### config.mk
export PLATFORM = sky130hd
export DESIGN_NAME = display_scan_ctrl
export DESIGN_NICKNAME = d
export VERILOG_FILES = /design/src/rtl/display_pkg.sv /design/src/rtl/seg7_decoder.sv /design/src/rtl/display_scan_ctrl.sv
export SDC_FILE = /design/constraint.sdc
export NUM_CORES = 1
export LEC_CHECK = 0
export BUFFER_PORTS_ARGS = -buffer_cell sky130_fd_sc_hd__buf_2
export CAP_MARGIN = 30
export CELL_PAD_IN_SITES_DETAIL_PLACEMENT = 1
export CELL_PAD_IN_SITES_GLOBAL_PLACEMENT = 1
export CORE_MARGIN = 2
export CORE_UTILIZATION = 40
export DETAILED_ROUTE_END_ITERATION = 8
export PLACE_DENSITY_LB_ADDON = 0.1
export SLEW_MARGIN = 20
export SYNTH_ARGS = -nofsm -noshare
export SYNTH_HDL_FRONTEND = slang
export SYNTH_SLANG_ARGS = --single-unit
### constraint.sdc
create_clock -name clk -period 3.6 [get_ports clk]
set_input_delay 0.36 -clock clk [delete_from_list [all_inputs] [get_ports clk]]
set_output_delay 0.36 -clock clk [all_outputs]
set_load 0.02 [all_outputs]
### src/rtl/display_pkg.sv
// rtl/display_pkg.sv - shared scan states and 7-segment constants
package display_pkg;

  typedef enum logic [1:0] {
    IDLE  = 2'd0,
    SHOW  = 2'd1,
    GUARD = 2'd2
  } scan_state_t;

  // Active-low segment patterns, bit order {g,f,e,d,c,b,a}
  localparam logic [6:0] SEG_BLANK = 7'h7F;
  localparam logic [6:0] SEG_ALL   = 7'h00;

  // Hex glyphs 0..F, entry 15 listed first
  localparam logic [15:0][6:0] SEG_TABLE = {
    7'h0E, 7'h06, 7'h21, 7'h46,
    7'h03, 7'h08, 7'h10, 7'h00,
    7'h78, 7'h02, 7'h12, 7'h19,
    7'h30, 7'h24, 7'h79, 7'h40
  };

endpackage

### src/rtl/seg7_decoder.sv
// rtl/seg7_decoder.sv - combinational hex nibble to active-low segment decode
module seg7_decoder
  import display_pkg::*;
(
  input  logic [3:0] nibble,
  output logic [6:0] seg
);

  assign seg = SEG_TABLE[nibble];

endmodule

### src/rtl/display_scan_ctrl.sv
// rtl/display_scan_ctrl.sv - multiplexed 7-segment scan controller with guard blanking
module display_scan_ctrl
  import display_pkg::*;
#(
  parameter int N_DIGITS    = 4,
  parameter int DWELL_TICKS = 4,
  parameter int GUARD_TICKS = 1,
  localparam int IDX_W      = (N_DIGITS > 1) ? $clog2(N_DIGITS) : 1
) (
  input  logic                  clk,
  input  logic                  reset,
  input  logic                  tick,
  input  logic [4*N_DIGITS-1:0] digits,
  input  logic [N_DIGITS-1:0]   dig_en,
  input  logic                  lamp_test,
  output logic [6:0]            seg,
  output logic [N_DIGITS-1:0]   an,
  output logic [IDX_W-1:0]      cur_digit,
  output logic                  frame_done
);

  // Terminal counts; the counter clears on every state entry so it never wraps
  localparam logic [7:0] DWELL_LAST = 8'(DWELL_TICKS - 1);
  localparam logic [7:0] GUARD_LAST = 8'(GUARD_TICKS - 1);

  scan_state_t           state, state_nx;
  logic [7:0]            cnt, cnt_nx;
  logic [IDX_W-1:0]      cur_nx;
  logic                  fd_nx;
  logic [IDX_W-1:0]      lowest_idx, above_idx;
  logic                  above_found;
  logic [3:0]            nibble;
  logic [6:0]            dec_seg;
  logic [6:0]            seg_nx;
  logic [N_DIGITS-1:0]   an_nx;

  // Find the lowest enabled digit and the nearest enabled digit above the current one
  always_comb begin
    lowest_idx  = '0;
    above_idx   = '0;
    above_found = 1'b0;
    for (int i = N_DIGITS - 1; i >= 0; i--) begin
      if (dig_en[i]) begin
        lowest_idx = IDX_W'(i);
        if (i > int'(cur_digit)) begin
          above_idx   = IDX_W'(i);
          above_found = 1'b1;
        end
      end
    end
  end

  // Next-state logic: all sequencing happens only on tick
  always_comb begin
    state_nx = state;
    cnt_nx   = cnt;
    cur_nx   = cur_digit;
    fd_nx    = 1'b0;
    if (tick) begin
      if (dig_en == '0) begin
        state_nx = IDLE;
        cnt_nx   = '0;
      end else begin
        case (state)
          IDLE: begin
            state_nx = SHOW;
            cur_nx   = lowest_idx;
            cnt_nx   = '0;
          end
          SHOW: begin
            if (!dig_en[cur_digit] || (cnt == DWELL_LAST)) begin
              state_nx = GUARD;
              cnt_nx   = '0;
            end else begin
              cnt_nx = cnt + 8'd1;
            end
          end
          GUARD: begin
            if (cnt == GUARD_LAST) begin
              state_nx = SHOW;
              cnt_nx   = '0;
              cur_nx   = above_found ? above_idx : lowest_idx;
              fd_nx    = !above_found;
            end else begin
              cnt_nx = cnt + 8'd1;
            end
          end
          default: begin
            state_nx = IDLE;
            cnt_nx   = '0;
          end
        endcase
      end
    end
  end

  // Select the nibble of the digit that will be lit after this edge
  always_comb begin
    nibble = '0;
    for (int i = 0; i < N_DIGITS; i++) begin
      if (IDX_W'(i) == cur_nx) begin
        nibble = digits[4*i +: 4];
      end
    end
  end

  seg7_decoder u_dec (
    .nibble (nibble),
    .seg    (dec_seg)
  );

  // Output values to register: blank unless the next state is SHOW
  always_comb begin
    an_nx  = '1;
    seg_nx = SEG_BLANK;
    if (state_nx == SHOW) begin
      an_nx[cur_nx] = 1'b0;
      seg_nx        = lamp_test ? SEG_ALL : dec_seg;
    end
  end

  // State, counter and registered outputs
  always_ff @(posedge clk) begin
    if (reset) begin
      state      <= IDLE;
      cnt        <= '0;
      cur_digit  <= '0;
      frame_done <= 1'b0;
      an         <= '1;
      seg        <= SEG_BLANK;
    end else begin
      state      <= state_nx;
      cnt        <= cnt_nx;
      cur_digit  <= cur_nx;
      frame_done <= fd_nx;
      an         <= an_nx;
      seg        <= seg_nx;
    end
  end

endmodule
# After elaboration in Yosys (flattened, before gate mapping)
# Memories as Yosys holds them, arrays and structs flattened.
# Index checks and enable logic that the tools add are counted.
[totals]
reg_bits = 24
mem_bits_ro = 112
input_bits = 24
out_inout_bits = 14
n_memories = 1
[memory_table]
columns = ["name", "depth", "width", "rd", "rd_ports_with_merged_regs", "write_ports", "line_no", "text"]
rows = [
  ["(no name shown)", 16, 7, 1, 0, 0, "seg7_decoder.sv:9", "assign seg = SEG_TABLE[nibble];"],
]
[classes]
addsub = 1
n_lt_le_gt_ge = 7
n_eq_ne = 7
muxes = 40
bitwise = 5
n_reduce_logical = 10
[op_table]
columns = ["cell", "n"]
rows = [
  ["2-to-1 mux 2 bit", 18],
  ["2-to-1 mux 8 bit", 3],
  ["2-to-1 mux 4 bit", 4],
  ["case mux 8 bit (2 select lines)", 1],
  ["2-to-1 mux 7 bit", 2],
  ["adder 8 x 1 -> 8 bit (second input constant)", 1],
  ["== test 8 x 2 -> 1 bit (second input constant)", 1],
  ["zero test 8 bit", 1],
  ["2-to-1 mux 1 bit", 8],
  ["< comparator 2 x 3 -> 1 bit (second input constant)", 2],
  ["case mux 2 bit (3 select lines)", 1],
  ["< comparator 4 x 5 -> 1 bit (second input constant)", 1],
  ["OR reduction 5 bit", 1],
  ["== test 2 x 1 -> 1 bit (second input constant)", 2],
  ["== test 2 bit (first input constant)", 2],
  ["greater-than comparator 2 bit (first input constant)", 2],
  ["zero test 2 bit", 2],
  ["zero test 4 bit", 1],
  ["NOT 1 bit", 4],
  ["NOT 4 bit", 1],
  ["case mux 2 bit (2 select lines)", 1],
  ["binary-select mux 1 bit (select 2 bit)", 1],
  ["demux 1 bit (select 2 bit)", 1],
  ["== test 1 x 2 -> 1 bit (first input constant)", 1],
  ["other kinds (7)", 8],
]

# Depth between registers and ports, before layout
# Gate-level depths: netlist (run 1).
[depth]
word_depth = 20
ltp_mapped = 15
ltp_nobuf = 14

# Cells and area by module
# A second synthesis (run 1) with hierarchy kept.
[hier_totals]
hier_cells = 196
hier_area_um2 = 1745.4
[by_module_without_submodules]
columns = ["module", "n_inst", "cells_per_inst", "area_per_inst_um2", "seq_area_each_um2"]
rows = [
  ["display_scan_ctrl", 1, 164, 1470.2, 480.5],
  ["seg7_decoder", 1, 32, 275.3, 0.0],
]

# Worst setup path before layout (run 1)
# OpenSTA, ideal clock, no wires.
[synth_timing]
path_type = "register to register"
from = "reg cnt[2]"
to = "reg seg[0]"
setup_ns = 0.144
t_arrival_ns = 3.137
t_required_ns = 3.456
path_slack_ns = 0.318
stages_incl_launch_ff = 13
synth_period_minus_slack_ns = 3.282
cell_sequence = "dfxtp_1 > or4_4 > nor3_4 > o21ai_2 > a2bb2oi_1 > buf_2 > mux2i_1 > inv_1 > ha_1 > nand2b_1 > o22ai_1 > a211oi_1 > o221ai_1"
[synth_via]
elab_chain_cells = 13
word_cells_on_any_way = 26
cone_classes = "eq/ne: 5; mux: 15; bitwise: 1; reduce/logical: 4; memory: 1"
[synth_rtl]
columns = ["element", "line_no", "text"]
rows = [
  ["start: declaration", "display_scan_ctrl.sv:27", "logic [7:0] cnt, cnt_nx;"],
  ["start signal: assignment", "display_scan_ctrl.sv:133", "cnt <= cnt_nx;"],
  ["zero test 8 bit", "display_scan_ctrl.sv:79", "if (cnt == GUARD_LAST) begin"],
  ["2-to-1 mux 2 bit", "display_scan_ctrl.sv:79", ""],
  ["case mux 2 bit (2 select lines)", "display_scan_ctrl.sv:64", "case (state)"],
  ["2-to-1 mux 2 bit", "display_scan_ctrl.sv:60", "if (dig_en == '0) begin"],
  ["2-to-1 mux 2 bit", "display_scan_ctrl.sv:59", "if (tick) begin"],
  ["zero test 2 bit", "display_scan_ctrl.sv:101", "if (IDX_W'(i) == cur_nx) begin"],
  ["2-to-1 mux 4 bit (4 in series)", "display_scan_ctrl.sv:101", ""],
  ["memory (16 x 7 bit)", "--", ""],
  ["2-to-1 mux 7 bit (implied by the code)", "seg7_decoder.sv:9", ""],
  ["2-to-1 mux 7 bit", "display_scan_ctrl.sv:118", "seg_nx = lamp_test ? SEG_ALL : dec_seg;"],
  ["end signal: assignment", "display_scan_ctrl.sv:137", "seg <= seg_nx;"],
  ["end: declaration", "display_scan_ctrl.sv:16", "output logic [6:0] seg,"],
]
# Parallel ways exist; a longest one is shown, timed or not. The select of a mux whose other input is x is not followed.
# A chain may end at the register's enable or synchronous reset.

# Worst setup path after layout (run 1)
# Ends and elaborated chain as after synthesis.

==> run_results.csv, run 1 <==
group,metric,value,unit
critical_path,crit_top_cell,"mux2i_1",
die,die_x,68.6,um
synth,yosysWarnings,0,
route,viasPerCell,5.55,
placement,gp_congestion,0.826,
finish,final_common_cell,"buf_2",
power_and_ir_drop,total_power,709,uW
clock_network,cts.sinks,24,
clock_network,cts-root-buf,"clkbuf_8",
timing,setup_viol,0,
power_and_ir_drop,comb_power_share,26.8,%
critical_path,worstRegToRegCells,11,
die,dieArea,4700,um2
critical_path,path_delay_family,"simple AND/OR/NAND/NOR gates",
global_routing,grt_max_degree,15,
timing,fmax,305,MHz
power_and_ir_drop,seqPwrFrac,40.1,%
synth,syn_area_per_cell,8.92,um2
power_and_ir_drop,p_sw,203,uW
clock_network,clockBufferDepth,2,
critical_path,cp-start-kind,"flop",
clock_network,cts_htree_levels,1,
synth,ys_ff_latch,24,
hold_path,min_path_cells,2,
critical_path,cp_slowest_stage_delay,580,ps
route,first_pass_iters,4,
global_routing,first_global_vias,1468,
route,routedWlPerCell,15.8,um
critical_path,cp.depth,11,
clock_network,ctsHoldBuffers,0,
die,io_pins,38,
global_routing,track_usage,19.8,%
power_and_ir_drop,ir_drop,0.224,mV
critical_path,crit_fanout,12,
finish,fin_nets,262,
critical_path,end_kind,"flop",
clock_network,cts_tree,"yes",
power_and_ir_drop,p_int,506,uW
placement,port_buffers,37,
critical_path,cp_slowest_cell,"or4_4",
run,max-cap-violations,0,
timing,period_minus_slack,3280,ps
critical_path,arrival,3400,ps
finish,n_fill_cell,491,
synth,ys_seq_area_share,28.8,%
critical_path,regToRegSetupSlack,320,ps
critical_path,reg2reg_to,"seg[0]$_SDFF_PP1_",
clock_network,path_clk_slew,90,ps
finish,layout_common_cells,"buf_2 (37), dfxtp_1 (24), nor2_1 (16), mux2i_1 (15), ha_1 (13)",
critical_path,cp.required,3730,ps
global_routing,grt-ovfl-total,0,
timing,relSlewSlack,66.7,%
critical_path,path_class,"reg2reg",
clock_network,clkLatencyLatePin,260,ps
timing,clock_skew,2.20,ps
global_routing,grt_pass1_wl,6910,um
status,status,"finished, final reports clean",
global_routing,grt_antenna_before_repair,0,
placement,placed_area,1900,um2
route,wirelength,4340,um
finish,syn2layout_area_growth,18.8,%
placement,hpwl,3410,um
synth,syn_nets,224,
critical_path,crit_chain,"or4_4 -> nor3_4 -> o21ai_2 -> a22o_4 -> mux2i_1 -> mux2i_1 -> inv_1 -> ha_1 -> and4b_1 -> a211oi_1 -> o221ai_1",
synth,ys_types,46,
power_and_ir_drop,power_per_cell_area,358,nW/um2
critical_path,worst-path-buf-inv,1,
finish,final_layout_size_suffix_gt1_share,26.3,%
timing,finalHoldViolations,0,
die,core-area,4000,um2
timing,worst_pin_slew,499,ps
hold_path,hold_path_class,"in2reg",
timing,rsz0062_at_grt,"no",
finish,postLayoutCellArea,1980,um2
hold_path,min_from,"reset",
clock_network,cts_made_buffers,3,
timing,finalCritPeriodShare,91.0,%
power_and_ir_drop,p_leak,0.869,nW
synth,synthArstFlopShare,0,%
synth,synth_enable_flop_cells,0,
critical_path,regToRegStartpoint,"cnt[2]$_SDFFE_PP0P_",
die,die_h,68.6,um
timing,maxSlewViolCount,0,
synth,synthFlopType,"dfxtp_1",
route,drc,0,
finish,utilization,49.5,%
route,dr_total_vias,1520,
power_and_ir_drop,p_clk_share,33.2,%
die,rows,23,
synth,syn_area,1670,um2
route,drt-initial-drc-count,63,
power_and_ir_drop,switching_share,28.7,%
timing,finalSetupTns,0,ps
hold_path,hold_end,"cur_digit[0]$_SDFF_PP0_",
die,start_util,41.7,%
synth,syn_inst,187,
finish,n_antenna_cell,0,
route,drtAntennaViolNets,0,
==> how the worst max path moves through the flow <==
stage | start | to
floorplan | cnt[2]$_SDFFE_PP0P_ | seg[0]$_SDFF_PP1_
global placement | cnt[2]$_SDFFE_PP0P_ | seg[0]$_SDFF_PP1_
detailed placement | cnt[2]$_SDFFE_PP0P_ | seg[0]$_SDFF_PP1_
CTS | cnt[2]$_SDFFE_PP0P_ | seg[0]$_SDFF_PP1_
global route | cnt[2]$_SDFFE_PP0P_ | seg[0]$_SDFF_PP1_
finish | cnt[2]$_SDFFE_PP0P_ | seg[0]$_SDFF_PP1_
==> power by group through the flow <==
stage          clock network [mW]  registers [mW]  logic (mW)
4_1_cts                     0.242           0.284       0.189
2_1_floorplan                   0           0.303       0.113
3_3_place_gp                    0           0.289       0.182
3_5_place_dp                    0           0.290       0.187
6_report                    0.235           0.284       0.190
5_1_grt                     0.257           0.285       0.210
==> synthesized netlist by cell type, types with 2 or more instances <==
cell / instances / area share, %
mux2i_2: 3 / 2.5
nand2b_1: 11 / 4.1
clkbuf_1: 5 / 1.1
nor3b_1: 6 / 2.7
o22a_1: 2 / 1.1
nand3_1: 2 / 0.60
a2bb2oi_1: 2 / 1.1
a21o_1: 2 / 0.90
nand2_1: 7 / 1.6
mux2i_1: 15 / 9.0
mux2_2: 3 / 2.0
nor3_1: 2 / 0.60
inv_1: 12 / 2.7
dfxtp_1: 24 / 29
a211oi_1: 2 / 0.90
a21oi_1: 11 / 3.3
o221ai_1: 5 / 2.6
and3_1: 5 / 1.9
ha_1: 13 / 9.8
or2_2: 2 / 0.75
nor2_1: 16 / 3.6
nor4_1: 2 / 0.75
nor2b_1: 3 / 1.1
o21ai_0: 10 / 3.0
==> layer usage <==
layer	track usage, %	vias up	share of wire (%)
met3	4.22	6	3.5
met1	24.0	732	46
met5	0	-	0
li1	-	753	-
met2	35.1	29	49
met4	5.25	0	1.5
==> final cells by class <==
| type | count | area [um2] | share of cell area (%) |
|---|---|---|---|
| inverters | 12 | 45.0 | 2.27 |
| repair buffers | 40 | 208 | 10.5 |
| multi-input cells | 144 | 1110 | 56.2 |
| clock inverters | 1 | 30.0 | 1.52 |
| well taps | 50 | 62.6 | 3.16 |
| clock buffers | 3 | 41.3 | 2.08 |
| flip-flops and latches | 24 | 480 | 24.3 |
==> registers in the layout (all words and copies together), names as in the netlist <==
name,count
seg,7
cur_digit,2
frame_done,1
cnt,8
an,4
state,2
==> what timing repair did <==
item	in CTS	in global routing
resized for setup	0	1
endpoints found under the setup margin	0	2
buffers inserted	0	0
==> through the flow <==
| stage | worst slack, ps | std cells | hold slack [ps] |
|---|---|---|---|
| floorplan | 318 | 187 | 432 |
| CTS | 232 | 274 | 435 |
| global route | 66.7 | 274 | 446 |
| finish | 325 | 274 | 440 |
| detailed placement | 262 | 270 | 513 |
| global placement | 401 | 270 | 489 |
==> worst register-to-register path: stages, from the launching register on <==
cell      delay [ps]
dfxtp_1          350
or4_4            580
nor3_4           290
o21ai_2          120
a22o_4           360
mux2i_1          140
mux2i_1          310
inv_1            200
ha_1             250
and4b_1          190
a211oi_1         210
o221ai_1         130
==> cells by family after synthesis <==
group	after synthesis	synth area share (%)
multiplexers	22	14.9
buffers and inverters	19	4.80
adder cells (fa/ha/maj)	13	9.75
AND/OR/NAND/NOR	65	23.1
AO/OA/AOI/OAI	44	18.7
flip-flops	24	28.8
Power figures use the tool's default switching activity.
==> inputs of run 2 (changes only) <==
- REMOVE_ABC_BUFFERS: not set -> 1
==> run_results.csv, run 2 (synthesis gave the netlist of run 1 again) <==
group,metric,value,unit
status,status,"finished, final reports clean",
finish,n_fill_cell,499,
timing,period_minus_slack,3300,ps
critical_path,crit_top_cell,"mux2i_1",
global_routing,grt_pass1_wl,6890,um
clock_network,cts-root-buf,"clkbuf_8",
clock_network,cts_resized,0,
critical_path,worst-path-buf-inv,1,
critical_path,path_class,"reg2reg",
global_routing,grt_max_degree,15,
critical_path,arrival,3430,ps
clock_network,cts.sinks,24,
critical_path,crit_chain,"or4_4 -> nor3_4 -> o21ai_2 -> a22o_4 -> mux2i_1 -> mux2i_1 -> inv_1 -> ha_1 -> and4b_1 -> a211oi_1 -> o221ai_1",
finish,n_antenna_cell,0,
die,io_pins,38,
finish,fin_nets,261,
clock_network,ctsHoldBuffers,0,
die,dieArea,4700,um2
finish,layout_common_cells,"buf_2 (37), dfxtp_1 (24), nor2_1 (16), mux2i_1 (15), ha_1 (13)",
placement,port_buffers,37,
critical_path,cp.required,3730,ps
power_and_ir_drop,power_per_cell_area,326,nW/um2
critical_path,cp_slowest_stage_delay,580,ps
die,die_h,68.6,um
route,dr_total_vias,1507,
route,wirelength,4180,um
route,drc,0,
finish,largest_reg_flops,8,
die,die_x,68.6,um
placement,gp_congestion,0.816,
die,start_util,41.7,%
clock_network,cts_made_buffers,3,
global_routing,grt_antenna_before_repair,0,
run,max-cap-violations,0,
global_routing,grt-ovfl-total,0,
die,rows,23,
critical_path,end_kind,"flop",
timing,finalHoldViolations,0,
critical_path,crit_fanout,12,
clock_network,cts_tree,"yes",
clock_network,cts_htree_levels,1,
finish,syn2layout_area_growth,16.1,%
finish,final_common_cell,"buf_2",
critical_path,cp-start-kind,"flop",
hold_path,hold_path_class,"in2reg",
die,core-area,4000,um2
finish,top_register,"cnt",
clock_network,path_clk_slew,90,ps
route,viasPerCell,5.54,
route,first_pass_iters,4,
placement,placed_cells,269,
clock_network,clkLatencyLatePin,270,ps
global_routing,first_global_vias,1524,
timing,maxSlewViolCount,0,
finish,final_layout_size_suffix_gt1_share,25.2,%
critical_path,cp_slowest_cell,"or4_4",
finish,regArea,480,um2
timing,rsz0062_at_grt,"no",
route,drtAntennaViolNets,0,
timing,worst_pin_slew,730,ps
critical_path,path_delay_family,"simple AND/OR/NAND/NOR gates",
clock_network,post-cts-setup-buffer-count,0,
clock_network,clockBufferDepth,2,
power_and_ir_drop,p_leak,0.849,nW
timing,fmax,303,MHz
timing,finalCritPeriodShare,91.7,%
route,drt-initial-drc-count,69,
timing,finalSetupTns,0,ps
timing,clock_skew,6.36,ps
finish,largest_registers,"cnt x8, seg x7, an x4",
timing,setup_viol,0,
timing,relSlewSlack,50.0,%
placement,hpwl,3260,um
power_and_ir_drop,ir_drop,0.170,mV
finish,multi_input_area,1110,um2
finish,final_cells,272,
global_routing,track_usage,19.4,%
route,routedWlPerCell,15.4,um
-- run 2: cell types whose count changed in the layout (fill, tap and decap cells not counted) --
cell       delta
a2bb2oi_1     +1
a2bb2oi_2     -1
buf_4         -1
bufinv_16     -1
-- run 2: path summary, 6_finish.rpt --
| check | endpoint | slack, ps | depth (start not counted) | from |
|---|---|---|---|---|
| setup / recovery | seg[0]$_SDFF_PP1_ | 300 | 11 | cnt[2]$_SDFFE_PP0P_ |
| hold / removal | cnt[5]$_SDFFE_PP0P_ | 430 | 2 | reset |
| setup reg to reg | seg[0]$_SDFF_PP1_ | 300 | 11 | cnt[2]$_SDFFE_PP0P_ |
| hold reg to reg | cnt[7]$_SDFFE_PP0P_ | 520 | 2 | cnt[7]$_SDFFE_PP0P_ |
-- run 2: cell type report --
class	count	area share (%)
multi-input cells	144	57.2
well taps	50	3.23
flip-flops and latches	24	24.8
inverters	12	2.33
repair buffers	39	10.3
clock buffers	3	2.13
-- run 2: routing by layer --
layer | GRT usage [%] | share of wire (%) | vias up
li1 | - | - | 753
met1 | 25.9 | 49 | 722
met2 | 31.0 | 46 | 24
met3 | 3.90 | 3.3 | 8
met4 | 7.00 | 1.4 | 0
met5 | 0 | 0 | -
-- run 2: through the flow --
stage	cell area (um2)	total power, mW	util, %	setup slack [ps]	hold slack (ps)
2_1_floorplan	1630	0.411	-	182	432
3_3_place_gp	1900	0.468	47.4	408	491
3_5_place_dp	1900	0.474	47.4	251	510
4_1_cts	1940	0.641	48.4	242	426
5_1_grt	1940	0.671	48.4	68.7	437
6_report	1940	0.631	48.4	298	433
-- run 2: power by group --
group	total [mW]	leakage, nW	internal (mW)	switching (mW)
clock	0.164	0.0216	0.0750	0.0887
combinational	0.184	0.632	0.0769	0.107
sequential	0.283	0.196	0.278	0.00582
total	0.631	0.849	0.429	0.201
==> inputs of run 3 (changes only) <==
- SYNTH_HIERARCHICAL: not set -> 1
- clock period: 3.6 -> 3.56 ns (I/O delays scaled with it)
==> run_results.csv, run 3 <==
group,metric,value,unit
status,status,"finished, final reports clean",
synth,synthFlopType,"dfxtp_1",
clock_network,ctsHoldBuffers,0,
finish,layout_common_cells,"buf_2 (37), dfxtp_1 (24), inv_1 (19), nor2_1 (19), ha_1 (13)",
route,dr_total_vias,1540,
critical_path,critical_path.endpoint,"seg[3]$_SDFF_PP1_",
clock_network,cts.sinks,24,
clock_network,cts-root-buf,"clkbuf_8",
finish,final_common_cell,"buf_2",
finish,largest_registers,"cnt x8, seg x7, an x4",
finish,syn2layout_area_growth,17.9,%
synth,yosysWarnings,6,
synth,ys_seq_area_share,27.5,%
route,drt-initial-drc-count,37,
global_routing,grt-ovfl-total,0,
critical_path,crit_fanout,9,
finish,top_register,"cnt",
synth,synth_top_area_share,27.5,%
synth,yosys.area.top_type,"dfxtp_1",
critical_path,cp_slowest_cell,"mux2i_1",
critical_path,worstRegToRegCells,11,
finish,regArea,480,um2
timing,relSlewSlack,43.8,%
route,first_pass_iters,4,
placement,placed_cells,280,
critical_path,path_class,"reg2reg",
placement,gp_congestion,0.844,
run,max-cap-violations,0,
timing,setup_viol,0,
critical_path,reg2reg_to,"seg[3]$_SDFF_PP1_",
synth,synth_enable_flop_cells,0,
die,rows,24,
die,dieArea,4910,um2
critical_path,cp.required,3720,ps
die,io_pins,38,
synth,synth_area_leaders,"dfxtp_1 (28%), ha_1 (9.3%), mux2i_1 (7.5%), inv_1 (4.3%), nor2_1 (4.1%)",
finish,n_fill_cell,528,
global_routing,grt_busiest_layer,"met2",
critical_path,cp_slowest_stage_delay,660,ps
clock_network,cts_tree,"yes",
timing,period_minus_slack,3320,ps
global_routing,met1_usage,22.2,%
clock_network,cts_made_buffers,3,
critical_path,cp.depth,11,
synth,syn_inst,196,
global_routing,grtUsageMet3,2.45,%
placement,port_buffers,37,
critical_path,path_delay_family,"multiplexers",
finish,final_layout_size_suffix_gt1_share,28.9,%
timing,clock_skew,7.64,ps
synth,synthArstFlopShare,0,%
synth,synth_most_common_cell,"dfxtp_1",
placement,hpwl,3470,um
global_routing,grt_max_degree,15,
route,drtAntennaViolNets,0,
die,start_util,40.9,%
critical_path,regToRegSetupSlack,240,ps
power_and_ir_drop,total_power,780,uW
timing,fmax,301,MHz
timing,finalCritPeriodShare,93.3,%
global_routing,use_met2,33.9,%
hold_path,hold_path_class,"in2reg",
clock_network,clockBufferDepth,2,
finish,n_antenna_cell,0,
power_and_ir_drop,p_leak,0.916,nW
finish,largest_reg_flops,8,
critical_path,setup.worst_path.start,"cnt[0]$_SDFFE_PP0P_",
critical_path,worst-path-buf-inv,3,
clock_network,cts_htree_levels,1,
timing,worst_pin_slew,820,ps
timing,maxSlewViolCount,0,
timing,finalSetupTns,0,ps
timing,finalHoldViolations,0,
critical_path,crit_chain,"inv_1 -> ha_1 -> and3_1 -> or2_2 -> a31oi_4 -> buf_4 -> mux2i_1 -> mux2i_1 -> mux4_1 -> inv_1 -> o21ai_1",
route,drc,0,
critical_path,cp-start-kind,"flop",
synth,syn_area,1750,um2
critical_path,regToRegStartpoint,"cnt[0]$_SDFFE_PP0P_",
finish,fin_nets,273,
critical_path,arrival,3480,ps
die,die_h,70.1,um
global_routing,first_global_vias,1584,
synth,ys_types,54,
finish,multi_input_area,1140,um2
power_and_ir_drop,ir_drop,0.165,mV
route,viasPerCell,5.37,
synth,ys_ff_latch,24,
clock_network,path_clk_slew,100,ps
route,routedWlPerCell,15.5,um
global_routing,track_usage,18.4,%
synth,synth_commonest_cells,"dfxtp_1 (24), inv_1 (20), nor2_1 (19), ha_1 (13), mux2i_1 (13)",
global_routing,grt_pass1_wl,7360,um
global_routing,grt_antenna_before_repair,0,
die,die_x,70.1,um
critical_path,end_kind,"flop",
synth,syn_area_per_cell,8.91,um2
clock_network,clkLatencyLatePin,270,ps
power_and_ir_drop,power_per_cell_area,379,nW/um2
finish,final_cells,287,
route,wirelength,4460,um
die,core-area,4260,um2
-- run 3: cell types whose count changed in the layout (fill, tap and decap cells not counted), sizes merged, moves of 5 or more --
cell,delta
a21oi,-8
inv,+8
mux2i,-5
nand2b,-5
nor3b,-5
o21ai,+13
o221ai,-5
-- run 3: cells by family after synthesis --
logic type	Yosys count	share of synthesized area, %
fa+ha+maj	13	9.32
mux	17	12.2
compound gates	47	19.7
simple gates	65	21.9
xor+xnor	2	1.00
buf+inv	28	8.31
flops	24	27.5
-- run 3: what timing repair did --
action | 4_1_cts | 5_1_grt
pin swaps | 0 | 1
gates resized for setup | 1 | 3
endpoints found under the setup margin | 1 | 4
buffers inserted | 0 | 3
-- run 3: worst register-to-register path, stage by stage, from the launching register on --
cell     delay (ps)
dfxtp_1         390
inv_1            60
ha_1            240
and3_1          190
or2_2           310
a31oi_4         350
buf_4           180
mux2i_1          70
mux2i_1         660
mux4_1          640
inv_1            60
o21ai_1          50
-- run 3: cell type report --
| type | instances | area share, % |
|---|---|---|
| Clock inverter | 1 | 1.46 |
| Inverter | 20 | 3.65 |
| Tap cell | 52 | 3.16 |
| Sequential cell | 24 | 23.3 |
| Clock buffer | 3 | 2.01 |
| Multi-Input combinational cell | 144 | 55.2 |
| Timing Repair Buffer | 43 | 11.2 |
-- run 3: metal layers --
layer,share of wire (%),vias to the layer above
met4,1.9,0
met3,3.0,9
met1,44,726
li1,-,777
met5,0,-
met2,51,28
-- run 3: report_power, final --
part / internal (mW) / switching (mW)
registers: 0.284 / 0.00753
clock network: 0.151 / 0.0969
logic: 0.102 / 0.139
-- run 3: through the flow --
step	hold slack, ps	setup slack (ps)	instance area, um2	utilization (%)
final	349	238	2060	48.3
after global routing	357	-5.05	2060	48.3
after CTS	356	36.8	2020	47.4
after detailed placement	522	35.0	1950	45.7
after global placement	486	243	1950	45.7
after floorplan	425	441	1680	-
-- run 3: worst min path at each step --
stage / start / to / slack (ps) / cells after the start
CTS: lamp_test / seg[5]$_SDFF_PP1_ / 360 / 2
detailed placement: cnt[1]$_SDFFE_PP0P_ / cnt[1]$_SDFFE_PP0P_ / 520 / 2
floorplan: reset / cur_digit[1]$_SDFF_PP0_ / 430 / 1
global route: lamp_test / seg[5]$_SDFF_PP1_ / 360 / 2
finish: lamp_test / seg[5]$_SDFF_PP1_ / 350 / 2
global placement: cnt[1]$_SDFFE_PP0P_ / cnt[1]$_SDFFE_PP0P_ / 490 / 2
